[src/rtl/mem_access_unit.sv]
// Load/store front-end for a word-addressed data memory: byte-addressed CPU
// requests become word accesses, with read-modify-write for sub-word stores.
module mem_access_unit #(
  parameter int unsigned ADDR_W = 5
) (
  input  logic              clk,
  input  logic              rst_n,
  input  logic              req,
  input  logic [2:0]        op,
  input  logic [31:0]       addr,
  input  logic [31:0]       wdata,
  output logic [31:0]       rdata,
  output logic              done,
  output logic              err,
  output logic              busy,
  output logic [ADDR_W-1:0] mem_a,
  output logic [31:0]       mem_d,
  output logic              mem_we,
  input  logic [31:0]       mem_spo
);

  localparam int unsigned BA_W = ADDR_W + 2;

  localparam logic [1:0] S_IDLE   = 2'd0;
  localparam logic [1:0] S_ACCESS = 2'd1;
  localparam logic [1:0] S_WRITE  = 2'd2;
  localparam logic [1:0] S_DONE   = 2'd3;

  localparam logic [2:0] OP_LW  = 3'd0;
  localparam logic [2:0] OP_LH  = 3'd1;
  localparam logic [2:0] OP_LHU = 3'd2;
  localparam logic [2:0] OP_LB  = 3'd3;
  localparam logic [2:0] OP_LBU = 3'd4;
  localparam logic [2:0] OP_SW  = 3'd5;
  localparam logic [2:0] OP_SH  = 3'd6;
  localparam logic [2:0] OP_SB  = 3'd7;

  logic [1:0]      state_q, state_d;
  logic [2:0]      op_q, op_d;
  logic [BA_W-1:0] addr_q, addr_d;
  logic [15:0]     wdata_q, wdata_d;
  logic [31:0]     rdata_q, rdata_d;
  logic [31:0]     mem_d_q, mem_d_d;
  logic            mem_we_q, mem_we_d;
  logic            done_q, done_d;
  logic            err_q, err_d;
  logic            busy_q, busy_d;

  logic [7:0]      byte_c;
  logic [15:0]     half_c;
  logic [31:0]     load_c;
  logic [31:0]     merge_c;

  // Address bits above the word index alias and are deliberately dropped.
  logic            unused_addr;
  assign unused_addr = ^addr[31:BA_W];

  function automatic logic misaligned_f(input logic [2:0] o, input logic [1:0] a);
    logic m;
    m = 1'b0;
    case (o)
      OP_LW, OP_SW:         m = (a != 2'd0);
      OP_LH, OP_LHU, OP_SH: m = a[0];
      default:              m = 1'b0;
    endcase
    return m;
  endfunction

  // Lane selection / extension for loads and lane replacement for sub-word stores.
  always_comb begin
    byte_c  = mem_spo[7:0];
    half_c  = addr_q[1] ? mem_spo[31:16] : mem_spo[15:0];
    load_c  = mem_spo;
    merge_c = mem_spo;
    case (addr_q[1:0])
      2'd0:    byte_c = mem_spo[7:0];
      2'd1:    byte_c = mem_spo[15:8];
      2'd2:    byte_c = mem_spo[23:16];
      default: byte_c = mem_spo[31:24];
    endcase
    case (op_q)
      OP_LH:   load_c = {{16{half_c[15]}}, half_c};
      OP_LHU:  load_c = {16'h0000, half_c};
      OP_LB:   load_c = {{24{byte_c[7]}}, byte_c};
      OP_LBU:  load_c = {24'h000000, byte_c};
      default: load_c = mem_spo;
    endcase
    if (op_q == OP_SH) begin
      if (addr_q[1]) merge_c[31:16] = wdata_q;
      else           merge_c[15:0]  = wdata_q;
    end else begin
      case (addr_q[1:0])
        2'd0:    merge_c[7:0]   = wdata_q[7:0];
        2'd1:    merge_c[15:8]  = wdata_q[7:0];
        2'd2:    merge_c[23:16] = wdata_q[7:0];
        default: merge_c[31:24] = wdata_q[7:0];
      endcase
    end
  end

  // Next-state and registered-output logic; memory controls are set up one
  // edge early so they are valid throughout the ACCESS/WRITE cycle.
  always_comb begin
    state_d  = state_q;
    op_d     = op_q;
    addr_d   = addr_q;
    wdata_d  = wdata_q;
    rdata_d  = rdata_q;
    mem_d_d  = mem_d_q;
    mem_we_d = 1'b0;
    done_d   = 1'b0;
    err_d    = 1'b0;
    case (state_q)
      S_IDLE: begin
        if (req) begin
          op_d    = op;
          addr_d  = addr[BA_W-1:0];
          wdata_d = wdata[15:0];
          if (misaligned_f(op, addr[1:0])) begin
            state_d = S_DONE;
            done_d  = 1'b1;
            err_d   = 1'b1;
          end else begin
            state_d = S_ACCESS;
            if (op == OP_SW) begin
              mem_we_d = 1'b1;
              mem_d_d  = wdata;
            end
          end
        end
      end
      S_ACCESS: begin
        case (op_q)
          OP_SW: begin
            state_d = S_DONE;
            done_d  = 1'b1;
          end
          OP_SH, OP_SB: begin
            mem_d_d  = merge_c;
            mem_we_d = 1'b1;
            state_d  = S_WRITE;
          end
          default: begin
            rdata_d = load_c;
            state_d = S_DONE;
            done_d  = 1'b1;
          end
        endcase
      end
      S_WRITE: begin
        state_d = S_DONE;
        done_d  = 1'b1;
      end
      S_DONE: begin
        state_d = S_IDLE;
      end
      default: begin
        state_d = S_IDLE;
      end
    endcase
    busy_d = (state_d != S_IDLE);
  end

  always_ff @(posedge clk or negedge rst_n) begin
    if (!rst_n) begin
      state_q  <= S_IDLE;
      op_q     <= 3'd0;
      addr_q   <= BA_W'(0);
      wdata_q  <= 16'h0000;
      rdata_q  <= 32'h0;
      mem_d_q  <= 32'h0;
      mem_we_q <= 1'b0;
      done_q   <= 1'b0;
      err_q    <= 1'b0;
      busy_q   <= 1'b0;
    end else begin
      state_q  <= state_d;
      op_q     <= op_d;
      addr_q   <= addr_d;
      wdata_q  <= wdata_d;
      rdata_q  <= rdata_d;
      mem_d_q  <= mem_d_d;
      mem_we_q <= mem_we_d;
      done_q   <= done_d;
      err_q    <= err_d;
      busy_q   <= busy_d;
    end
  end

  assign rdata  = rdata_q;
  assign done   = done_q;
  assign err    = err_q;
  assign busy   = busy_q;
  assign mem_a  = addr_q[BA_W-1:2];
  assign mem_d  = mem_d_q;
  assign mem_we = mem_we_q;

endmodule
[config.mk]
export PLATFORM = sky130hd
export DESIGN_NAME = mem_access_unit
export DESIGN_NICKNAME = d
export VERILOG_FILES = /design/src/rtl/mem_access_unit.sv
export SDC_FILE = /design/constraint.sdc
export NUM_CORES = 1
export LEC_CHECK = 0
export ABC_AREA = 1
export BUFFER_PORTS_ARGS = -buffer_cell sky130_fd_sc_hd__buf_2
export CORE_ASPECT_RATIO = 0.75
export CORE_UTILIZATION = 48
export DETAILED_ROUTE_END_ITERATION = 8
export GPL_ROUTABILITY_DRIVEN = 0
export PLACE_DENSITY = 0.86
export SYNTH_ARGS = -nofsm -noshare
export SYNTH_HDL_FRONTEND = slang
export SYNTH_SLANG_ARGS = --single-unit
[constraint.sdc]
create_clock -name clk -period 1.7 [get_ports clk]
set_input_delay 0.255 -clock clk [delete_from_list [all_inputs] [get_ports clk]]
set_output_delay 0.255 -clock clk [all_outputs]
set_load 0.02 [all_outputs]
==> run metrics <==
clock root buffer=clkbuf_16; Synthesis Warnings=0; register area=0.00241 mm^2; TritonCTS clock tree=built; row cnt=35; VDD IR max=1300 uV; synth unique cells=25; FF-to-FF End=mem_d[31]; hold path cells=2; Worst Path Max Fanout=43; Total Power=16.2 mW; worst-path cell chain=buf_4 -> ha_4 -> buf_4 -> buf_12 -> or2_2 -> nand3_1 -> nand2_1; Syn Nets=~1000; vias in the first global route=5996; DRT Pass-1 Iters=6; initial antenna violation count=3; Worst-path clk slew=0.07 ns; startpoint types=flip-flop; ranking of synthesized cells by area=dfrtp_1, nand2_1, nand3_1, nor2_1, mux2_2; Fmax achieved=~610 MHz; Worst Path Required=1.95 ns; syn_area_per_cell=6.63 um^2; Hold Fails Final Rpt=0; drt initial violations=around 860; Crit Path Category=reg2reg; WP buf/inv=3; P_leak=3.99 nW; clock skew=0.00628 ns; Slew headroom=71.4%; post-synthesis sequential area ratio=about two fifths; worst slew pin tran=0.427 ns; WP data arrival=roughly 1.9 ns; dpl ws=-0.113 ns; worst hold endpoint=addr_q[2]; GRT Overall Usage=28.3%; Core Region=0.0123 mm^2; start of the worst register-to-register path=state_q[0]; Vias per Instance=5.37; DIE WIDTH=132 um; PortBufs=149; nets@finish=1154; Max Cap Viol=0; Power Density=2170 mW/mm^2; io pins=175; post-synth top area share=39.6%; area of the multi-input gates=between 0.003 and 0.004 mm^2; global-route wire length before repair=between 20000 and 30000 um; largest net degree at the start of global routing=55; CP peak stage delay=0.44 ns; Setup TNS Final=0 ns; synthesized instance count=915; Crit-path slowest cell=dfrtp_2; CP most frequent cell=buf_4; clock buffer count from CTS=9; worst hold start=addr[2]; CP endpoint kind=flip-flop; Die ar.=0.0131 mm^2; Hold Crit Class=in2reg; minimum clock period=1.65 ns; status=complete, no violations; Area Growth Syn to Fin=23.1%; buffer levels on the longest clock path=2; reg-to-reg slack, setup=0.05 ns; final setup violating endpoints=0; final WL=17800 um; Final Max Slew Viols=0; Synth Register Bits=between 90 and 100; FILL cells=1144; Detailed Place HPWL=12700 um; remaining antenna violation count=0; Clock Latency Late Sink=0.35 ns; Initial Util=49.3%; Synth area leader=dfrtp_1; Synth Cell Area=0.00607 mm^2; GRT overflow=0; DRC=0; Die Span Y=just under 100 um; Top Family by Delay on Critical Path=buffers and inverters; Final period util=a little over nine tenths; Sink Count=96; final worst setup slack=0.0533 ns; FF-to-FF path depth=7; via count=6551; # H-tree levels=3; post-route cell area=0.00747 mm^2; post-place instance area=between 0.007 and 0.008 mm^2; routed len/inst=14.6 um; share of cells above drive strength 1=23.3%; Final Util=60.7%
stage by stage:
step           cells  hold WS [ns]
2_1_floorplan    915       -0.0406
3_3_place_gp    1196         0.163
3_5_place_dp    1196         0.161
4_1_cts         1216         0.130
5_1_grt         1220         0.135
6_report        1220         0.132
synth_stat cells:
| cell type | instances |
|---|---|
| a21oi_1 | 18 |
| a21oi_4 | 1 |
| buf_1 | 5 |
| buf_2 | 27 |
| buf_4 | 13 |
| clkbuf_1 | 15 |
| dfrtp_1 | 96 |
| ha_1 | 4 |
| inv_1 | 32 |
| inv_2 | 9 |
| mux2_2 | 13 |
| nand2_1 | 368 |
| nand2_2 | 6 |
| nand3_1 | 145 |
| nand3_2 | 1 |
| nand3_4 | 1 |
| nand4_1 | 3 |
| nor2_1 | 100 |
| nor2_4 | 1 |
| o211ai_1 | 11 |
| o21ai_0 | 24 |
| o21ai_1 | 11 |
| o22ai_1 | 2 |
| or2_0 | 1 |
| or2_2 | 8 |
what timing repair did:
item	CTS	global route
endpoints found under the hold margin	19	0
setup buffers	2	3
resized for setup	6	9
pin swaps	0	1
endpoints found under the setup margin	32	50
cloned	1	0
hold buffers	1	0
layout by cell type (no fill, tap or decap), types with 2 or more instances in the layout:
| cell | Yosys | final |
|---|---|---|
| inv_6 | 0 | 2 |
| bufinv_16 | 0 | 2 |
| or2_2 | 8 | 8 |
| mux2_2 | 13 | 13 |
| ha_1 | 4 | 2 |
| inv_2 | 9 | 9 |
| o22ai_1 | 2 | 2 |
| o21ai_0 | 24 | 24 |
| dfrtp_1 | 96 | 93 |
| buf_12 | 0 | 9 |
| a21oi_1 | 18 | 18 |
| dfrtp_2 | 0 | 3 |
| buf_2 | 27 | 148 |
| nand2_1 | 368 | 368 |
| nand2_2 | 6 | 5 |
| ha_4 | 0 | 2 |
| clkbuf_16 | 0 | 9 |
| buf_4 | 13 | 22 |
| clkinv_2 | 0 | 2 |
| inv_1 | 32 | 30 |
| nand4_1 | 3 | 3 |
| o211ai_1 | 11 | 11 |
| o21ai_1 | 11 | 10 |
| nand3_1 | 145 | 145 |
| nor2_1 | 100 | 100 |
power breakdown:
part / internal [mW] / switching [mW] / total [mW]
clock network: 1.29 / 0.909 / 2.20
logic: 3.56 / 6.14 / 9.70
registers: 3.43 / 0.859 / 4.29
total: 8.28 / 7.91 / 16.2
routing by layer:
layer	global-route usage, %	vias to the layer above	share of wire, %	wire (um)
met3	7.54	54	9.4	1680
li1	-	3180	-	-
met1	37.9	2985	43	7730
met4	12.1	4	3.0	540
met5	0	-	0.19	34
met2	43.4	328	44	7850
worst register-to-register path, stage by stage (launching register included):
cell     delay [ns]
dfrtp_2        0.44
buf_4          0.16
ha_4           0.17
buf_4          0.14
buf_12         0.17
or2_2          0.33
nand3_1        0.09
nand2_1        0.05
how the worst max path moves through the flow:
stage          cells past startpoint         to  slack [ns]       start
4_1_cts                           10   mem_d[0]        0.02  state_q[0]
3_3_place_gp                       9  mem_d[11]      -0.002  state_q[0]
2_1_floorplan                     10  mem_d[24]        0.05  state_q[0]
6_report                           7  mem_d[31]        0.05  state_q[0]
5_1_grt                           10  mem_d[24]       -0.03  state_q[0]
3_5_place_dp                       9  mem_d[27]       -0.11  state_q[0]
flip-flops by register name (all words and copies together) (netlist names):
name     flops
rdata       32
addr_q       7
busy         1
wdata_q     16
op_q         3
state_q      2
done         1
err          1
mem_d       32
mem_we       1
kinds of logic (layout without fill, tap and decap cells):
| family | Yosys count | count (layout) | share of synthesized area [%] |
|---|---|---|---|
| other cells | 0 | 1 | 0 |
| compound gates | 67 | 67 | 6.20 |
| mux | 13 | 13 | 2.41 |
| flops | 96 | 96 | 39.6 |
| buf+inv | 101 | 239 | 7.61 |
| simple gates | 634 | 634 | 43.4 |
| fa+ha+maj | 4 | 4 | 0.824 |
layout make-up:
type,count,area share [%]
diodes,1,0.0335
inverters,41,2.16
flip-flops and latches,96,32.2
clock buffers,9,3.01
multi-input cells,718,43.4
clock inverters,7,1.27
repair buffers,182,15.2
well taps,166,2.78
Note: power is estimated with default switching activity, not from simulation.
